**config.mk**
```make
export PLATFORM = sky130hd
export DESIGN_NAME = fsm_6s2i2o_steer
export DESIGN_NICKNAME = d
export VERILOG_FILES = /design/src/rtl/fsm_6s2i2o_steer.sv
export SDC_FILE = /design/constraint.sdc
export NUM_CORES = 1
export LEC_CHECK = 0
export ABC_AREA = 0
export ABC_CLOCK_PERIOD_IN_PS = 4320
export BUFFER_PORTS_ARGS = -buffer_cell sky130_fd_sc_hd__buf_2
export CORE_UTILIZATION = 35
export CTS_BUF_LIST = sky130_fd_sc_hd__clkbuf_8 sky130_fd_sc_hd__clkbuf_16
export CTS_CLUSTER_DIAMETER = 100
export DETAILED_ROUTE_END_ITERATION = 10
export PLACE_DENSITY_LB_ADDON = 0.08
export RECOVER_POWER = 50
export SYNTH_ARGS = -nofsm -noshare
export SYNTH_HDL_FRONTEND = slang
export SYNTH_SLANG_ARGS = --single-unit
```
**constraint.sdc**
```tcl
create_clock -name clk -period 4.32 [get_ports clk]
set_input_delay 0.432 -clock clk [delete_from_list [all_inputs] [get_ports clk]]
set_output_delay 0.432 -clock clk [all_outputs]
set_load 0.01 [all_outputs]
```
**src/rtl/fsm_6s2i2o_steer.sv**
```systemverilog
// Steering engine for the 6-state/2-input/2-output Moore FSM: walks a registered
// copy of the FSM to a requested target state and reports the number of steps taken.
//
// Handshakes: a transfer happens on a rising edge where both val and rdy are high;
// val, once raised, holds its payload stable until that edge (req_val/req_target
// from the requester, rsp_val/rsp_steps/rsp_err from this block).
module fsm_6s2i2o_steer (
  input  logic       clk,
  input  logic       reset_n,
  input  logic       req_val,
  output logic       req_rdy,
  input  logic [2:0] req_target,
  output logic       rsp_val,
  input  logic       rsp_rdy,
  output logic [2:0] rsp_steps,
  output logic       rsp_err,
  output logic       step,
  output logic [1:0] in_,
  output logic [2:0] state,
  output logic       out0,
  output logic       out1,
  output logic [1:0] dbg_ctrl
);

  typedef enum logic [2:0] {
    S_A = 3'd0,
    S_B = 3'd1,
    S_C = 3'd2,
    S_D = 3'd3,
    S_E = 3'd4,
    S_F = 3'd5
  } fsm_e;

  typedef enum logic [1:0] {
    C_IDLE = 2'd0,
    C_STEP = 2'd1,
    C_RESP = 2'd2
  } ctrl_e;

  fsm_e       r_state;
  fsm_e       w_state_nxt;
  ctrl_e      r_ctrl;
  ctrl_e      w_ctrl_nxt;
  logic [2:0] r_target;
  logic [2:0] w_target_nxt;
  logic [2:0] r_steps;
  logic [2:0] w_steps_nxt;
  logic       r_err;
  logic       w_err_nxt;
  logic [1:0] w_in;
  logic       w_step;
  logic       w_req_rdy;
  logic       w_rsp_val;

  // Transition table of the tracked FSM; the unused encodings fall back to A.
  function automatic fsm_e fsm_next(input fsm_e st, input logic [1:0] in_v);
    fsm_e nx;
    nx = S_A;
    case (st)
      S_A: case (in_v)
             2'b00:   nx = S_A;
             2'b01:   nx = S_B;
             2'b10:   nx = S_A;
             default: nx = S_E;
           endcase
      S_B: case (in_v)
             2'b00:   nx = S_C;
             2'b01:   nx = S_B;
             2'b10:   nx = S_A;
             default: nx = S_E;
           endcase
      S_C: case (in_v)
             2'b00:   nx = S_A;
             2'b01:   nx = S_D;
             2'b10:   nx = S_A;
             default: nx = S_E;
           endcase
      S_D: case (in_v)
             2'b00:   nx = S_C;
             2'b01:   nx = S_B;
             2'b10:   nx = S_A;
             default: nx = S_E;
           endcase
      S_E: case (in_v)
             2'b00:   nx = S_F;
             2'b01:   nx = S_F;
             2'b10:   nx = S_A;
             default: nx = S_E;
           endcase
      default: nx = S_A;
    endcase
    return nx;
  endfunction

  // Shortest-path input choice; entries for st==tgt are never used.
  function automatic logic [1:0] policy(input fsm_e st, input logic [2:0] tgt);
    logic [1:0] p;
    p = 2'b00;
    case (tgt)
      3'd0: p = (st == S_F) ? 2'b00 : 2'b10;
      3'd1: case (st)
              S_A, S_D: p = 2'b01;
              S_C, S_E: p = 2'b10;
              default:  p = 2'b00;
            endcase
      3'd2: case (st)
              S_A:     p = 2'b01;
              S_E:     p = 2'b10;
              default: p = 2'b00;
            endcase
      3'd3: case (st)
              S_A, S_C: p = 2'b01;
              S_E:      p = 2'b10;
              default:  p = 2'b00;
            endcase
      3'd4: p = 2'b11;
      3'd5: p = (st == S_E) ? 2'b00 : 2'b11;
      default: p = 2'b00;
    endcase
    return p;
  endfunction

  always_ff @(posedge clk or negedge reset_n) begin
    if (!reset_n) begin
      r_state  <= S_A;
      r_ctrl   <= C_IDLE;
      r_target <= 3'd0;
      r_steps  <= 3'd0;
      r_err    <= 1'b0;
    end else begin
      r_state  <= w_state_nxt;
      r_ctrl   <= w_ctrl_nxt;
      r_target <= w_target_nxt;
      r_steps  <= w_steps_nxt;
      r_err    <= w_err_nxt;
    end
  end

  // The exit to RESP is taken on the edge that lands on the target, so the
  // response follows the last step with no extra settling cycle.
  always_comb begin
    w_ctrl_nxt   = r_ctrl;
    w_state_nxt  = r_state;
    w_target_nxt = r_target;
    w_steps_nxt  = r_steps;
    w_err_nxt    = r_err;
    w_in         = 2'b00;
    w_step       = 1'b0;
    w_req_rdy    = 1'b0;
    w_rsp_val    = 1'b0;
    case (r_ctrl)
      C_IDLE: begin
        w_req_rdy = 1'b1;
        if (req_val) begin
          w_target_nxt = req_target;
          w_steps_nxt  = 3'd0;
          if (req_target > 3'd5) begin
            w_err_nxt  = 1'b1;
            w_ctrl_nxt = C_RESP;
          end else begin
            w_err_nxt  = 1'b0;
            w_ctrl_nxt = (req_target == r_state) ? C_RESP : C_STEP;
          end
        end
      end
      C_STEP: begin
        if (r_state == r_target) begin
          w_ctrl_nxt = C_RESP;
        end else begin
          w_step      = 1'b1;
          w_in        = policy(r_state, r_target);
          w_state_nxt = fsm_next(r_state, w_in);
          w_steps_nxt = r_steps + 3'd1;
          if (w_state_nxt == r_target) w_ctrl_nxt = C_RESP;
        end
      end
      C_RESP: begin
        w_rsp_val = 1'b1;
        if (rsp_rdy) w_ctrl_nxt = C_IDLE;
      end
      default: w_ctrl_nxt = C_IDLE;
    endcase
  end

  assign req_rdy   = w_req_rdy;
  assign rsp_val   = w_rsp_val;
  assign rsp_steps = r_steps;
  assign rsp_err   = r_err;
  assign step      = w_step;
  assign in_       = w_in;
  assign state     = r_state;
  assign out0      = (r_state == S_D);
  assign out1      = (r_state == S_E) || (r_state == S_F);
  assign dbg_ctrl  = r_ctrl;

endmodule

```
Yosys cells after proc, flatten, opt, wreduce, memory -nomap -nowiden
Cells that the tools add are included.
{"block": "word_totals", "latchBits": 0, "input_bits": 7, "memories": 0, "out_inout_bits": 16, "mem_bits_ro": 0, "ff_bits": 12, "wordCells": 77, "ramBits": 0}
{"block": "classes", "n_div": 0, "eq_ne": 21, "bitwise_logic": 1, "shift": 0, "order_cmp": 1, "mux": 32, "mul": 0, "n_addsub": 1, "n_reduce_logical": 16}
{"operator": "2-bit 2-to-1 mux", "n": 12}
{"operator": "3-bit case mux with 2 select lines", "n": 4}
{"operator": "3-bit by 2-bit equality test with 1-bit output, second input constant", "n": 4}
{"operator": "3-bit equality test, second input constant", "n": 4}
{"operator": "3-bit 2-to-1 mux", "n": 4}
{"operator": "2-bit case mux with 2 select lines", "n": 3}
{"operator": "2-bit case mux with 6 select lines", "n": 1}
{"operator": "3-bit case mux with 4 select lines", "n": 1}
{"operator": "2-bit OR reduction", "n": 6}
{"operator": "3-bit equality test", "n": 3}
{"operator": "3-bit case mux with 3 select lines", "n": 1}
{"operator": "3-bit by 1-bit equality test with 1-bit output, second input constant", "n": 2}
{"operator": "3-bit zero test", "n": 2}
{"operator": "2-bit inequality test, second input constant", "n": 3}
{"operator": "2-bit case mux with 3 select lines", "n": 1}
{"operator": "3-bit AND reduction", "n": 2}
{"operator": "1-bit 2-to-1 mux", "n": 5}
{"operator": "2-bit by 1-bit equality test with 1-bit output, second input constant", "n": 2}
{"operator": "2-bit equality test, second input constant", "n": 2}
{"operator": "2-bit zero test", "n": 2}
{"operator": "2-bit AND reduction", "n": 2}
{"operator": "3-bit by 1-bit adder with 3-bit output, second input constant", "n": 1}
{"operator": "3-bit greater-than comparator, second input constant", "n": 1}
{"operator": "3-bit inequality test, second input constant", "n": 1}
{"operator": "other kinds (3)", "n": 3}

Depth between registers and ports, before layout
{"block": "logic_depth", "depth_word": 16, "mapped_depth": 6, "depth_no_buf": 4}

Worst setup path after synthesis
OpenSTA, ideal clock, no wires.
{"block": "synth_timing", "path_type": "register -> output", "startpoint": "register r_state[1], in the netlist state[1]", "endpoint": "output in_[1]", "n_path_buf": 1, "arrival_ns": 1.335, "path_slack_ns": 2.553, "path_stages_with_launch": 6, "required_time_ns": 3.888, "path_cell_list": "dfrtp_1 -> buf_2 -> nand2b_1 -> o22a_1 -> o22a_1 -> nor2_1"}
{"block": "synth_via", "elab_chain_len": 8, "word_cells_on_any_way": 19}
{"element": "start, declared", "line_no": "40", "text": "fsm_e r_state;"}
{"element": "start signal, assigned", "line_no": "131", "text": "r_state <= w_state_nxt;"}
{"element": "3-bit by 2-bit equality test with 1-bit output, or another cell as far along", "line_no": "101, 111"}
{"element": "2-bit OR reduction, on equally long branches", "line_no": "111, 101"}
{"element": "2-bit case mux with 2 select lines, on equally long branches", "line_no": "111, 101"}
{"element": "2-bit case mux with 6 select lines", "line_no": "99", "text": "case (tgt)"}
{"element": "2-bit 2-to-1 mux", "line_no": "167", "text": "if (r_state == r_target) begin"}
{"element": "2-bit 2-to-1 mux", "line_no": "151", "text": "case (r_ctrl)"}
{"element": "2-bit 2-to-1 mux *", "line_no": "167"}
{"element": "2-bit 2-to-1 mux *", "line_no": "151"}
{"element": "end, declared", "line_no": "18", "text": "output logic [1:0] in_,"}
Every way passes the cells marked *; elsewhere a longest branch is shown, timed or not. The select of a mux whose other input is x is not followed.

Worst setup path after layout
{"block": "layout_timing", "startpoint": "register r_state[0], in the netlist state[0]", "endpoint": "output in_[0]"}
The elaborated chain is that of the path after synthesis.

==> impl_metrics.json <==
{
  "outcome": "finished clean",
  "drive_gt1_frac": 0.220,
  "timing.hold.ws_ns": 0.188,
  "cts.htree.levels": 1,
  "timing.rr.start": "state[2]$_DFFE_PN0P_",
  "gp_congestion": 0.783,
  "cts_hold_buffers": 0,
  "antenna_found_initial": 0,
  "dp.final_hpwl_um": 1490,
  "yosysTopAreaCellShare": 0.338,
  "avgViaCountPerCell": 5.37,
  "chipHeight_um": 52.4,
  "clk_pin_slew_ns": 0.06,
  "arrival_ns": 1.75,
  "synth_cells": 99,
  "clock_path_buffers": 2,
  "grt_usage": 0.170,
  "cp_max_fo": 16,
  "portBuffers": 22,
  "power_uw": 846,
  "syn_to_final_growth_pct": 17.6,
  "synth_fp_nets": 107,
  "fin_crit_sh": 0.505,
  "irDropWorstVdd_mv": 0.349,
  "rsz0062_at_grt": "no",
  "cpPeakStageDelay_ns": 0.69,
  "yosys_warnings": 0,
  "cp_data_required_time_ns": 3.89,
  "placedCellCount": 142,
  "cts_sinks": 12,
  "insertion_delay_ns": 0.25,
  "vias": 784,
  "coreArea_um2": 2300,
  "fp.dieArea_um2": 2740,
  "skew_ns": 0.00748,
  "fin_crit_ns": 2.18,
  "critPathSlowestCell": "dfrtp_1",
  "finalWirelength_um": 2000,
  "placed_area_um2": 998,
  "powerDensity_nw_per_um2": 810,
  "grt_pass1_wl_um": 3280,
  "diodes": 0,
  "ys_types": 39,
  "dr.first_iter.drc_count": 18,
  "drc": 0,
  "setup_viol": 0,
  "clock-root-buffer": "clkbuf_8",
  "fin_setup_tns_ns": 0,
  "worst_pin_slew_ns": 0.669,
  "yosys-top-cells-area": "dfrtp_1, xnor2_2, buf_2",
  "fill_cells": 232,
  "cts_tree": "yes",
  "p_leak_nw": 0.474,
  "num-nets-final": 127,
  "path_class": "flip-flop to output pin",
  "ys_seq_elements": 12,
  "routedWlPerCell_um": 13.7,
  "ant_nets": 0,
  "cts_resized": 0,
  "grt_max_degree": 17,
  "slew_violations": 0,
  "hold_class": "input port to async pin",
  "instances_no_fill": 146,
  "fmax_mhz": 458,
  "fin_area_um2": 1040,
  "critPathLaunch": "state[0]$_DFFE_PN0P_",
  "slew_headroom": 0.554,
  "avgSynthCellArea_um2": 8.97,
  "crit_buf_inv": 2,
  "cp_cell_sequence": "xnor2_2 > a31oi_4 > inv_2 > nor3_1 > buf_2",
  "ios": 23,
  "synth_area_um2": 888,
  "critPathLaunchType": "flip-flop",
  "crit_family": "flip-flops",
  "grt_pass1_vias": 708,
  "synth_area_leader_cell": "dfrtp_1",
  "end_kind": "output pin",
  "first_pass_iters": 4,
  "cts_buffers": 3,
  "die_x_um": 52.4,
  "postCtsSetupBuffers": 0,
  "drv_cap": 0,
  "row_count": 17,
  "start_util": 0.387,
  "finalHoldViolations": 0,
  "overflow": 0,
  "yosysSeqAreaShare": 0.338
}
## cells in the mapped netlist (all sizes together)
cell type	number
and2	1
nand3	1
or3b	1
xor2	1
inv	5
a221o	1
nor2b	4
buf	7
a31oi	2
mux2i	2
a211o	1
nand2b	6
o31ai	2
dfrtp	12
nor4	1
nor3	1
nand4b	1
a22o	1
o21ai	9
ha	1
a21o	1
xnor2	3
a32o	1
nand3b	1
o2bb2ai	1
nor2	8
a21oi	5
mux2	3
o32ai	1
or3	2
a22oi	1
nand4	1
o211ai	1
o22a	2
nand2	8
## cells by family after synthesis
kind of cell | synth area share
buffers and inverters | 0.0606
muxes | 0.0606
xor gates and xnor gates | 0.0648
adders and majority gates | 0.0141
AOI/OAI and AO/OA | 0.241
and+or+nand+nor | 0.221
DFF | 0.338
## metal layers
metal	part of all wire	global-route usage	up-vias
met5	0	0	-
met4	0.012	0.0658	0
met3	0.061	0.0696	5
met2	0.44	0.234	18
met1	0.48	0.232	368
li1	-	-	393
## flip-flops by register name, indices dropped and copies added (netlist names)
| signal | count |
|---|---|
| rsp_err | 1 |
| dbg_ctrl | 2 |
| state | 3 |
| rsp_steps | 3 |
| r_target | 3 |
## placed cells by master (no fill, tap or decap), types with 2 or more instances in the layout
cell,instances
nand2_1,8
xnor2_2,3
dfrtp_1,12
clkbuf_1,7
inv_1,4
o31ai_1,2
or3_1,2
o21ai_0,5
o22a_1,2
o21ai_1,4
mux2_1,3
nor2b_1,4
nor2_1,8
a21oi_1,5
clkbuf_8,4
nand2b_1,5
mux2i_1,2
buf_2,15
## stage by stage
step,util,setup slack [ns]
6_report,0.455,2.14
3_3_place_gp,0.435,2.45
3_5_place_dp,0.435,2.39
4_1_cts,0.459,2.13
2_1_floorplan,-,2.55
5_1_grt,0.455,1.91
## final cells by class
type	count	area, µm²	area share
Clock buffer	4	55.1	0.0527
Inverter	5	18.8	0.0180
Multi-Input combinational cell	75	534	0.511
Sequential cell	12	300	0.287
Tap cell	28	35.0	0.0335
Timing Repair Buffer	22	101	0.0970
## worst reg2reg max path: stages (launching register included)
cell and delay (ns):
dfrtp_1 0.53, xnor2_2 0.33, or3b_1 0.38, a21o_1 0.19
a31oi_2 0.15
## final timing paths
path                                                  to  slack (ns)  depth (start not counted)
worst min register to register  rsp_steps[2]$_DFFE_PN0P_        0.49                          1
min in group clk                 r_target[0]$_DFFE_PN0P_        0.44                          2
max in group asynchronous           state[2]$_DFFE_PN0P_        3.70                          1
worst max register to register      state[0]$_DFFE_PN0P_        2.68                          4
worst max-delay path                              in_[0]        2.14                          5
worst min-delay path                state[1]$_DFFE_PN0P_        0.19                          1
## report_power, final
part | total [mW] | switching [mW] | internal [mW]
clock | 0.125 | 0.0448 | 0.0806
combinational | 0.438 | 0.222 | 0.217
sequential | 0.282 | 0.124 | 0.158
Note: power is estimated with default switching activity, not from simulation.
